===== config.mk =====
export PLATFORM = sky130hd
export DESIGN_NAME = ram_block_copier
export DESIGN_NICKNAME = d
export VERILOG_FILES = /design/src/rtl/ram_block_copier.sv
export SDC_FILE = /design/constraint.sdc
export NUM_CORES = 1
export LEC_CHECK = 0
export CELL_PAD_IN_SITES_DETAIL_PLACEMENT = 0
export CELL_PAD_IN_SITES_GLOBAL_PLACEMENT = 1
export CORE_ASPECT_RATIO = 0.7
export CORE_MARGIN = 2
export CORE_UTILIZATION = 39
export CTS_CLUSTER_SIZE = 8
export DETAILED_ROUTE_END_ITERATION = 6
export PLACE_DENSITY = 0.84
export RECOVER_POWER = 25
export SYNTH_ARGS = -nofsm -noshare
export SYNTH_HDL_FRONTEND = slang
export SYNTH_SLANG_ARGS = --single-unit

===== constraint.sdc =====
create_clock -name clk -period 3.79 [get_ports clk]
set_input_delay 0.5685 -clock clk [delete_from_list [all_inputs] [get_ports clk]]
set_output_delay 0.5685 -clock clk [all_outputs]
set_load 0.01 [all_outputs]

===== src/rtl/ram_block_copier.sv =====
// Copies a block of words inside a single-port combinational-read RAM, one
// READ/WRITE cycle pair per word, with abort, error pulse and running checksum.
module ram_block_copier #(
  parameter int ADDR_W = 5,
  parameter int DATA_W = 32
) (
  input  logic              clk,
  input  logic              reset,
  input  logic              start,
  input  logic [ADDR_W-1:0] src_base,
  input  logic [ADDR_W-1:0] dst_base,
  input  logic [ADDR_W:0]   length,
  input  logic              abort,
  output logic              busy,
  output logic              done,
  output logic              err,
  output logic [ADDR_W:0]   words_done,
  output logic [DATA_W-1:0] checksum,
  output logic [ADDR_W-1:0] mem_address,
  output logic [DATA_W-1:0] mem_data_in,
  input  logic [DATA_W-1:0] mem_data_out,
  output logic              mem_writeOn
);

  typedef enum logic [1:0] {IDLE, READ, WRITE, DONE} state_t;

  // Largest legal length is the full RAM depth.
  localparam logic [ADDR_W:0] MAX_LEN = {1'b1, {ADDR_W{1'b0}}};

  state_t              state;
  logic [ADDR_W-1:0]   src_ptr;
  logic [ADDR_W-1:0]   dst_ptr;
  logic [ADDR_W:0]     len_q;
  logic [DATA_W-1:0]   hold;
  logic                len_ok;
  logic [ADDR_W:0]     next_count;

  assign len_ok      = (length != '0) && (length <= MAX_LEN);
  assign next_count  = words_done + (ADDR_W+1)'(1);
  assign mem_data_in = hold;

  // NOTE: every register below uses non-blocking assignment so all state
  // updates see the pre-edge values, independent of statement order.
  always_ff @(posedge clk or posedge reset) begin
    if (reset) begin
      state       <= IDLE;
      busy        <= 1'b0;
      done        <= 1'b0;
      err         <= 1'b0;
      mem_writeOn <= 1'b0;
      words_done  <= '0;
      checksum    <= '0;
      mem_address <= '0;
      hold        <= '0;
      src_ptr     <= '0;
      dst_ptr     <= '0;
      len_q       <= '0;
    end else begin
      done <= 1'b0;
      err  <= 1'b0;
      case (state)
        IDLE: begin
          if (start) begin
            if (len_ok) begin
              mem_address <= src_base;
              src_ptr     <= src_base + ADDR_W'(1);
              dst_ptr     <= dst_base;
              len_q       <= length;
              words_done  <= '0;
              checksum    <= '0;
              busy        <= 1'b1;
              state       <= READ;
            end else begin
              err <= 1'b1;
            end
          end
        end
        READ: begin
          hold     <= mem_data_out;
          checksum <= checksum + mem_data_out;
          if (abort) begin
            busy  <= 1'b0;
            done  <= 1'b1;
            state <= DONE;
          end else begin
            // Address and strobe change together on the edge, so the write
            // cycle sees a stable address for its whole duration.
            mem_address <= dst_ptr;
            dst_ptr     <= dst_ptr + ADDR_W'(1);
            mem_writeOn <= 1'b1;
            state       <= WRITE;
          end
        end
        WRITE: begin
          mem_writeOn <= 1'b0;
          words_done  <= next_count;
          if (abort || next_count == len_q) begin
            busy  <= 1'b0;
            done  <= 1'b1;
            state <= DONE;
          end else begin
            mem_address <= src_ptr;
            src_ptr     <= src_ptr + ADDR_W'(1);
            state       <= READ;
          end
        end
        DONE:    state <= IDLE;
        default: state <= IDLE;
      endcase
    end
  end

endmodule


### After elaboration in Yosys (flattened, before gate mapping)

Index checks and enable logic that the tools add are counted.
W data, S select, Z words.

* $add $sub $neg: 5
* equal/unequal tests: 10
* muxes and demuxes: 37
* $lt $le $gt $ge: 1
* reductions and logical operators: 17

Operator list (count)
* $mux W32: 2
* $pmux W32 S2: 1
* $mux W5: 10
* $add A32 B32 Y32: 1
* $pmux W5 S2: 2
* $add A5 B1 Y5 const B: 3
* $pmux W5 S3: 1
* $mux W6: 2
* $ne A2 B2 Y1 const B: 6
* $pmux W6 S2: 1
* $mux W1: 11
* $reduce_and A5 Y1: 2
* $reduce_and A3 Y1: 3
* $pmux W2 S4: 1
* $reduce_and A4 Y1: 2
* $add A6 B1 Y6 const B: 1
* $eq A6 B6 Y1: 1
* $le A6 B6 Y1 const B: 1
* $mux W2: 3
* $reduce_bool A2 Y1: 3
* $reduce_bool A6 Y1: 1
* $eq A2 B2 Y1 const B: 2
* $pmux W1 S2: 2
* $reduce_and A2 Y1: 2
* 6 further kinds: 6

* register bits: 97
* output and inout port bits: 79
* input port bits: 52
* logic and storage cells: 82

### Logic depth before layout (Yosys ltp)

Gate-level depths: netlist of the first run.

* depth in word-level cells: 5
* depth in mapped cells: 12
* mapped depth without buffers: 12

### Worst setup path after synthesis of the first run

No wires, ideal clock.

* path type: in2reg
* start point: input port mem_data_out[0]
* end point: register checksum[30]
* path buffers: 0
* slack: 1.141 ns
* required time: 3.668 ns
* cell stages on the path: 12
* library setup time: 0.122 ns
* data arrival time: 2.528 ns
* cells stage by stage: ha_1 inv_1 fa_1 nor2b_1 o21ai_0 a21oi_1 a21oi_1 a21oi_1 o21ai_0 a21boi_0 o21ai_0 a32o_1

* word-level cells in the longest chain between the ends: 2

RTL lines
* start: declaration: RTL line 21 `input logic [DATA_W-1:0] mem_data_out,`
* $add A32 B32 Y32: RTL line 80 `checksum <= checksum + mem_data_out;`
* $pmux W32 S2: RTL line 61 `case (state)`
* end signal: assignment: RTL line 80
* end: declaration: RTL line 18 `output logic [DATA_W-1:0] checksum,`

No other way between the ends.
A chain may end at the register's enable or synchronous reset.

### Worst setup path after layout of the first run

* start point: input port mem_data_out[6]
* end point: register checksum[23]

The elaborated chain is that of the path after synthesis.

==> flow_summary.yaml, run 1 <==
die:
  die_area_sq_um: 16200
  core-area_sq_um: 14800
  die_w_um: 151
  top_level_ports: 131
  die_height_um: 107
  row_count: 37
  start_util_pct: 40.1
finish:
  fill_cells: 1337
  drive_above_1_share_pct: 10.8
  syn_to_final_growth_pct: 31.6
  seqCellArea_sq_um: 2430
  layout.nets: 835
  final_util_pct: 52.7
  multi_input_area_sq_um: 3320
  antennaDiodeCount: 0
cts:
  clk_latency_ps: 350
  cts_tree: "yes"
  cts.sinks: 97
  cts_root_buffer: "clkbuf_16"
  h-tree-depth: 3
  postCtsHoldBufs: 0
  clock_path_buffers: 2
  cts_setup_buffers: 0
  cts-resized-gates: 0
  numCtsBuffers: 9
  path_clk_slew_ps: 70
yosys:
  ys_seq_area_share_pct: 41.0
  async_flop_share_pct: 100
  syn_inst: 620
  synthesis.area_sq_um: 5920
  synth.distinct_cells: 59
  synth_top_family_by_area: "compound AO/OA/AOI/OAI gates"
  synth-seq-cells: 97
  synthAdderAreaFrac_pct: 8.59
  synth-main-ff-cell: "dfrtp_1"
  synth_fp_nets: 712
  synth-xor-area-share_pct: 4.59
  netlist_top_cells_area: "dfrtp_1 (41%), ha_1 (8.2%), mux2_2 (8.0%)"
  yosysWarnings: 0
  synth_largest_area_cell: "dfrtp_1"
  muxShareOfSynthArea_pct: 9.05
  syn_area_per_cell_sq_um: 9.54
  synth_edf_count: 0
  synthSimpleGateAreaFrac_pct: 13.6
  synth_compound_area_share_pct: 20.2
  synth_top_area_share_pct: 41.0
worst_setup_path:
  cp.required_ps: 4020
  worstPathMaxFanout: 7
  critPathLaunchType: "primary input"
  cp.arrival_ps: 3510
  crit_path_end_kind: "register"
  startpoint: "mem_data_out[6]"
  crit_type: "primary input to register"
  ff2ff_setup_slack_ps: 760
  r2r_cells: 10
  timing.rr.end: "checksum[23]"
  reg2reg_from: "checksum[6]"
routing:
  wl_per_cell_um: 17.0
  final_antenna_net_count: 0
  route.detailed.drc: 0
  drt-initial-drc-count: 389
  drt_wl_total_um: 16100
  drtPass1Iterations: 4
  dr_total_vias: 5154
  via_per_inst: 5.47
run:
  maxCapViolations: 1
power:
  pwr-share-seq_pct: 26.8
  intPower_mw: 4.23
  switching_share_pct: 41.0
  p_comb_share_pct: 58.2
  vdd_drop_max_uv: 458
  p_clk_share_pct: 15.0
  cellPowerDensity_nw_per_um2: 921
  p_leak_nw: 3.26
  switchingPower_mw: 2.94
status:
  status: "complete, but fails checks"
  violations: "max-capacitance violations, max-slew violations"
global_routing:
  grt_overflow: 0
  grt_pass1_wl_um: 26000
  grt_max_degree: 52
  grt_pass1_vias: 5056
  track_usage_pct: 20.3
  antenna_found_initial: 0
sta:
  fin_crit_sh_pct: 86.5
  fmax_ghz: 0.305
  relSlewSlack_pct: -47.3
  drv_slew: 47
  fin_skew_ps: 9.22
  rsz0062_at_grt: "no"
  finalSetupViolCount: 0
  hold_violations: 0
  layout_min_cycle_time_ps: 3280
  tightest_slew_ps: 2200
  finalSetupTns_ps: 0
min_path:
  hp-start: "mem_address[0]"
  min_to: "mem_address[0]"
  hold_depth: 2
  worstHoldPathType: "register to register"
placed_design:
  port_buffers: 130
  hpwl_um: 12000
  place_congestion: 0.877
## how the worst max path moves through the flow
stage	end	cells after the start
after floorplan	busy	1
after CTS	checksum[30]	13
after detailed placement	checksum[28]	13
after global placement	checksum[31]	11
final	checksum[23]	11
after global routing	checksum[31]	11
## cell type report
cell class              instances  area share, %
clock buffers                  11           3.12
multi-input cells             478           42.6
clock inverters                 5           1.32
flip-flops and latches         97           31.2
repair buffers                139           17.7
inverters                      18          0.884
well taps                     195           3.13
## through the flow
step | setup WS [ps] | total power, mW | hold WS [ps] | instances | instance area, sq um
3_3_place_gp | 325 | 5.97 | 461 | 927 | 7440
3_5_place_dp | 241 | 6.08 | 473 | 927 | 7440
5_1_grt | 273 | 7.73 | 515 | 943 | 7790
4_1_cts | 602 | 7.19 | 489 | 943 | 7790
6_report | 511 | 7.18 | 476 | 943 | 7790
2_1_floorplan | 688 | 4.51 | 460 | 620 | 5920
## worst max-delay path, stage by stage
cell and delay (ps):
clkdlybuf4s50_1 450, ha_1 400, nand2_1 90, o21ai_0 340
nand3_1 240, a211oi_1 470, a21oi_1 230, nand2b_1 260
o21ai_1 220, xnor2_1 140, o21ai_0 90
## registers in the layout, indices dropped and copies added, names as in the netlist
| name | cells |
|---|---|
| done | 1 |
| src_ptr | 5 |
| mem_writeOn | 1 |
| busy | 1 |
| len_q | 6 |
| mem_data_in | 32 |
| mem_address | 5 |
| state | 2 |
| err | 1 |
| dst_ptr | 5 |
| words_done | 6 |
| checksum | 32 |
## routing by layer
| layer | up-vias | global-route usage (%) | wire length [um] | part of all wire (%) |
|---|---|---|---|---|
| met3 | 15 | 5.11 | 993 | 6.2 |
| li1 | 2500 | - | - | - |
| met2 | 165 | 29.4 | 6840 | 43 |
| met5 | - | 0 | 0 | 0 |
| met1 | 2474 | 30.5 | 8120 | 51 |
| met4 | 0 | 4.34 | 119 | 0.74 |
## power by group through the flow
stage	Sequential (mW)	Clock, mW	Combinational [mW]
after detailed placement	1.94	0	4.14
after global placement	1.90	0	4.07
after global routing	1.99	1.13	4.61
after floorplan	2.05	0	2.46
final	1.92	1.07	4.18
after CTS	1.92	1.10	4.17
## kinds of logic (layout without fill, tap and decap cells)
kind of cell,after synthesis,count (layout)
AOI/OAI and AO/OA,188,188
xor gates and xnor gates,31,31
adders and majority gates,40,40
buffers and inverters,45,173
DFF,97,97
muxes,47,47
and+or+nand+nor,172,172
## cell usage in the layout (no fill, tap or decap), types with 8 or more instances in the layout
cell / netlist / layout
clkdlybuf4s50_1: 0 / 129
dfrtp_1: 97 / 97
nand2_1: 72 / 72
o21ai_0: 57 / 57
a21oi_1: 51 / 51
mux2_2: 42 / 42
ha_1: 39 / 38
nor2_1: 33 / 33
xnor2_1: 18 / 18
inv_1: 17 / 16
nand3_1: 14 / 14
nor2b_1: 13 / 13
xor2_1: 13 / 13
a21o_1: 10 / 10
o22a_1: 9 / 9
clkbuf_16: 0 / 9
nor3_1: 8 / 8
buf_4: 0 / 8
## cells in the mapped netlist (3+ instances only)
library cell and instances:
dfrtp_1 97, nand2_1 72, o21ai_0 57, a21oi_1 51, mux2_2 42, ha_1 39, nor2_1 33, clkbuf_1 19
xnor2_1 18, inv_1 17, nand3_1 14, nor2b_1 13, xor2_1 13, a21o_1 10, o22a_1 9, nor3_1 8
o21bai_1 7, a211oi_1 6, buf_2 6, nand2b_1 6, a31o_2 5, and3_1 5, o31ai_1 5, a31oi_1 4
a32o_1 4, mux2i_1 4, nand4_1 4, or3_1 4, o211ai_1 3, o21ai_1 3, o41ai_1 3
No activity file was read; power rests on OpenSTA's default activity.
==> run 2: changes to the inputs <==
--- a/config.mk
+++ b/config.mk
@@ -12,6 +12,7 @@
 export CORE_UTILIZATION = 39
 export CTS_CLUSTER_SIZE = 8
 export DETAILED_ROUTE_END_ITERATION = 6
+export GPL_TIMING_DRIVEN = 0
 export PLACE_DENSITY = 0.84
 export RECOVER_POWER = 25
 export SYNTH_ARGS = -nofsm -noshare
==> constraint.sdc (replaced) <==
create_clock -name clk -period 3.25 [get_ports clk]
set_input_delay 0.4875 -clock clk [delete_from_list [all_inputs] [get_ports clk]]
set_output_delay 0.4875 -clock clk [all_outputs]
set_load 0.01 [all_outputs]
==> flow_summary.yaml, run 2 (synthesized netlist as in run 1, its figures left out) <==
cts:
  path_clk_slew_ps: 70
  clock_path_buffers: 2
  postCtsHoldBufs: 0
  clk_latency_ps: 350
  cts_root_buffer: "clkbuf_16"
  cts_tree: "yes"
  h-tree-depth: 3
  numCtsBuffers: 9
  cts.sinks: 97
worst_setup_path:
  cp.arrival_ps: 3360
  crit_family: "compound AO/OA/AOI/OAI gates"
  crit_type: "primary input to register"
  worstPathMaxFanout: 4
  cp.required_ps: 3460
  crit_top_cell: "o21ai_0"
  ff2ff_setup_slack_ps: 130
  critPathLaunchType: "primary input"
  crit_path_end_kind: "register"
  r2r_cells: 9
  timing.rr.end: "src_ptr[0]"
  reg2reg_from: "words_done[0]"
  slowest_stage: "clkdlybuf4s50_1"
  path_buf_inv: 3
  path_cells: "clkdlybuf4s50_1 > ha_2 > inv_1 > fa_1 > nor2b_2 > o21ai_0 > a21oi_2 > o31a_1 > a311oi_2 > a211oi_2 > buf_4 > xnor2_1 > o21ai_0"
  cpPeakStageDelay_ps: 520
global_routing:
  grt_max_degree: 58
  track_usage_pct: 21.0
  use_met1_pct: 30.3
  use_met2_pct: 31.1
  grt_util_met3_pct: 5.32
  busiest_layer: "met2"
  grt_pass1_vias: 5209
  grt_pass1_wl_um: 26600
  grt_overflow: 0
  antenna_found_initial: 0
die:
  die_height_um: 107
  start_util_pct: 40.1
  die_w_um: 151
  core-area_sq_um: 14800
  die_area_sq_um: 16200
  row_count: 37
  top_level_ports: 131
finish:
  fill_cells: 1345
  antennaDiodeCount: 0
  final_cell_mix: "clkdlybuf4s50_1 (127), dfrtp_1 (97), nand2_1 (72)"
  final_cells: 962
  drive_above_1_share_pct: 12.0
  final_util_pct: 53.0
  seqCellArea_sq_um: 2430
  final_common_cell: "clkdlybuf4s50_1"
  layout.nets: 854
  syn_to_final_growth_pct: 32.2
  multi_input_area_sq_um: 3350
min_path:
  min_to: "mem_address[0]"
  hp-start: "mem_address[0]"
  worstHoldPathType: "register to register"
  hold_depth: 2
sta:
  hold_violations: 0
  drv_slew: 42
  tightest_slew_ps: 1800
  finalSetupViolCount: 0
  layout_min_cycle_time_ps: 3150
  relSlewSlack_pct: -20.9
  fin_crit_sh_pct: 96.8
  fmax_ghz: 0.318
  finalSetupTns_ps: 0
  setup_ws_ps: 104
  fin_skew_ps: 6.92
routing:
  route.detailed.drc: 0
  drt_wl_total_um: 16500
  drt-initial-drc-count: 376
  wl_per_cell_um: 17.2
  dr_total_vias: 5268
  drtPass1Iterations: 5
  via_per_inst: 5.48
  final_antenna_net_count: 0
power:
  p_leak_nw: 3.26
  cellPowerDensity_nw_per_um2: 1070
  vdd_drop_max_uv: 539
status:
  status: "complete, but fails checks"
  violations: "max-capacitance violations, max-slew violations"
run:
  maxCapViolations: 1
placed_design:
  preCtsSetupSlack_ps: -392
  port_buffers: 128
  place_congestion: 0.879
  hpwl_um: 12600
  dp_cells: 944
==> run 2: changes by cell type in the layout (fill, tap and decap cells not counted), moves of 3 or more <==
cell,previous run,this run
buf_2,0,6
a21oi_1,51,48
clkbuf_1,1,17
inv_6,0,3
buf_4,8,3
o21ai_0,57,54
a21oi_2,0,3
==> run 2: per-stage QoR <==
step / power (mW) / hold slack [ps] / instance area (sq um)
floorplan: 5.26 / 460 / 5920
global placement: 7.00 / 460 / 7440
detailed placement: 7.12 / 475 / 7470
CTS: 8.31 / 493 / 7790
global route: 9.02 / 515 / 7820
finish: 8.33 / 480 / 7820
==> run 2: cell type report <==
class	instances	area share [%]
Tap cell	195	3.12
Sequential cell	97	31.0
Clock buffer	10	3.06
Timing Repair Buffer	132	16.8
Inverter	18	0.880
Clock inverter	6	0.928
Buffer	26	1.36
Multi-Input combinational cell	478	42.8
==> run 2: report_power, final <==
group          switching [mW]  internal [mW]  total (mW)
logic                    2.59           2.37        4.96
registers               0.439           1.80        2.24
clock network           0.500          0.628        1.13
==> run 2: worst max path at each step <==
stage                      end            start  depth (start not counted)
2_1_floorplan             busy            reset                          1
3_3_place_gp   mem_data_in[24]            reset                          2
3_5_place_dp      checksum[30]  mem_data_out[0]                         13
4_1_cts           checksum[30]  mem_data_out[0]                         13
5_1_grt           checksum[20]  mem_data_out[0]                         13
6_report          checksum[20]  mem_data_out[0]                         13
==> run 2: routing by layer <==
metal  up-vias  part of all wire, %
li1       2539                    -
met2       164                   43
met3        22                  6.2
met4         0                  1.5
met5         -                    0
met1      2543                   49
==> run 2: repair_timing <==
| action | CTS | global route |
|---|---|---|
| gates cloned | 0 | 0 |
| gates resized for setup | 2 | 14 |
| pin swaps | 0 | 4 |
| setup buffers | 0 | 3 |
| setup endpoints to repair | 2 | 12 |
==> run 2: worst min-delay path: cells and delay by family, from the launching register on <==
family          cells  cell delay [ps]
compound gates      1               60
simple gates        1               40
flops               1              350
==> run 3: changes to the inputs <==
--- a/config.mk
+++ b/config.mk
@@ -13,6 +13,7 @@
 export CTS_CLUSTER_SIZE = 8
 export DETAILED_ROUTE_END_ITERATION = 6
 export GPL_TIMING_DRIVEN = 0
+export MAX_ROUTING_LAYER = met4
 export PLACE_DENSITY = 0.84
 export RECOVER_POWER = 25
 export SYNTH_ARGS = -nofsm -noshare
==> constraint.sdc (replaced) <==
create_clock -name clk -period 3.25 [get_ports clk]
set_input_delay 0.65 -clock clk [delete_from_list [all_inputs] [get_ports clk]]
set_output_delay 0.65 -clock clk [all_outputs]
set_load 0.01 [all_outputs]
==> flow_summary.yaml, run 3 (synthesized netlist as in run 1, its figures left out) <==
sta:
  tightest_slew_ps: 1540
  relSlewSlack_pct: -3.46
  fin_skew_ps: 9.43
  drv_slew: 37
  layout_min_cycle_time_ps: 3100
  finalSetupTns_ps: 0
  fin_crit_sh_pct: 95.5
  finalSetupViolCount: 0
  fmax_ghz: 0.322
  setup_ws_ps: 145
  timing.hold.ws_ps: 478
  hold_violations: 0
worst_setup_path:
  critPathLaunchType: "primary input"
  cpPeakStageDelay_ps: 510
  path_cells: "clkdlybuf4s50_1 > or4_1 > nor2_1 > xnor2_1 > and3_4 > buf_2 > a21oi_1 > nor2_1 > mux2_2"
  crit_top_cell: "nor2_1"
  worstPathMaxFanout: 10
  cp.arrival_ps: 3340
  slowest_stage: "or4_1"
  path_buf_inv: 2
  cp.required_ps: 3480
  crit_type: "primary input to register"
  crit_path_end_kind: "register"
  crit_family: "simple AND/OR/NAND/NOR gates"
die:
  start_util_pct: 40.1
  die_w_um: 151
  die_height_um: 107
  die_area_sq_um: 16200
  row_count: 37
  top_level_ports: 131
  core-area_sq_um: 14800
cts:
  clock_path_buffers: 2
  numCtsBuffers: 9
  h-tree-depth: 3
  postCtsHoldBufs: 0
  cts.sinks: 97
  clk_latency_ps: 340
  path_clk_slew_ps: 70
  cts_root_buffer: "clkbuf_16"
  cts_tree: "yes"
finish:
  multi_input_area_sq_um: 3380
  antennaDiodeCount: 0
  final_common_cell: "clkdlybuf4s50_1"
  final_cell_mix: "clkdlybuf4s50_1 (126), dfrtp_1 (97), nand2_1 (72)"
  final_util_pct: 53.2
  syn_to_final_growth_pct: 32.7
  drive_above_1_share_pct: 12.2
  fill_cells: 1318
  layout.nets: 852
  seqCellArea_sq_um: 2430
routing:
  wl_per_cell_um: 17.1
  via_per_inst: 5.49
  final_antenna_net_count: 0
  drtPass1Iterations: 5
  route.detailed.drc: 0
  drt_wl_total_um: 16500
  drt-initial-drc-count: 320
  dr_total_vias: 5268
power:
  vdd_drop_max_uv: 509
  cellPowerDensity_nw_per_um2: 1070
  p_total_mw: 8.40
  p_leak_nw: 3.27
placed_design:
  hpwl_um: 12600
  port_buffers: 128
  preCtsSetupSlack_ps: -598
  place_congestion: 0.891
status:
  status: "complete, but fails checks"
  violations: "max-capacitance violations, max-slew violations"
min_path:
  worstHoldPathType: "register to register"
global_routing:
  grt_overflow: 0
  grt_max_degree: 63
  grt_pass1_wl_um: 26500
  track_usage_pct: 21.4
  grt_pass1_vias: 5192
  antenna_found_initial: 0
run:
  maxCapViolations: 1
## run 3: cell types whose count changed in the layout (fill, tap and decap cells not counted), sizes merged
cell,before,now
buf,11,10
bufinv,1,2
clkbuf,29,30
clkdlybuf4s50,127,126
dlymetal6s2s,0,1
inv,19,16
## run 3: cell type report
| type | count | area share (%) |
|---|---|---|
| inverter | 18 | 0.876 |
| multi-input combinational | 478 | 43.1 |
| clock buffer | 12 | 3.14 |
| buffer | 25 | 1.29 |
| sequential | 97 | 30.9 |
| timing repair buffer | 131 | 16.6 |
| tap | 195 | 3.11 |
| clock inverter | 4 | 0.972 |
## run 3: metal layers
metal	wire, um	global-route usage [%]	vias to the layer above
met1	8330	30.9	2567
met2	7090	31.1	155
met4	152	4.41	0
li1	-	-	2533
met5	0	-	-
met3	896	4.30	13
## run 3: path summary, 6_finish.rpt
kind | depth (start not counted) | end | from | slack (ps)
setup / recovery | 9 | src_ptr[1] | length[1] | 150
hold / removal | 2 | mem_address[3] | mem_address[3] | 480
setup reg to reg | 9 | src_ptr[1] | words_done[0] | 290
hold reg to reg | 2 | mem_address[3] | mem_address[3] | 480
max in group asynchronous | 3 | mem_data_in[25] | reset | 530
min in group asynchronous | 2 | mem_data_in[3] | reset | 1120
## run 3: repair_timing
item,4_1_cts,5_1_grt
buffers inserted,0,2
hold endpoints to repair,0,0
gates resized for setup,6,17
pin swaps,2,7
gates cloned,0,0
setup endpoints to repair,11,16
## run 3: per-stage QoR
stage / instances / area [sq um]
6_report: 960 / 7850
5_1_grt: 960 / 7850
4_1_cts: 960 / 7820
3_5_place_dp: 944 / 7470
3_3_place_gp: 943 / 7440
2_1_floorplan: 620 / 5920
## run 3: power breakdown
group          total (mW)  internal (mW)  switching, mW
sequential           2.24           1.80          0.439
clock                1.16          0.698          0.466
combinational        4.99           2.38           2.61
## run 3: tightest hold or removal path: stages, from the launching register on
cell     delay [ps]
dfrtp_1         340
nand2_1          40
o21ai_0          60
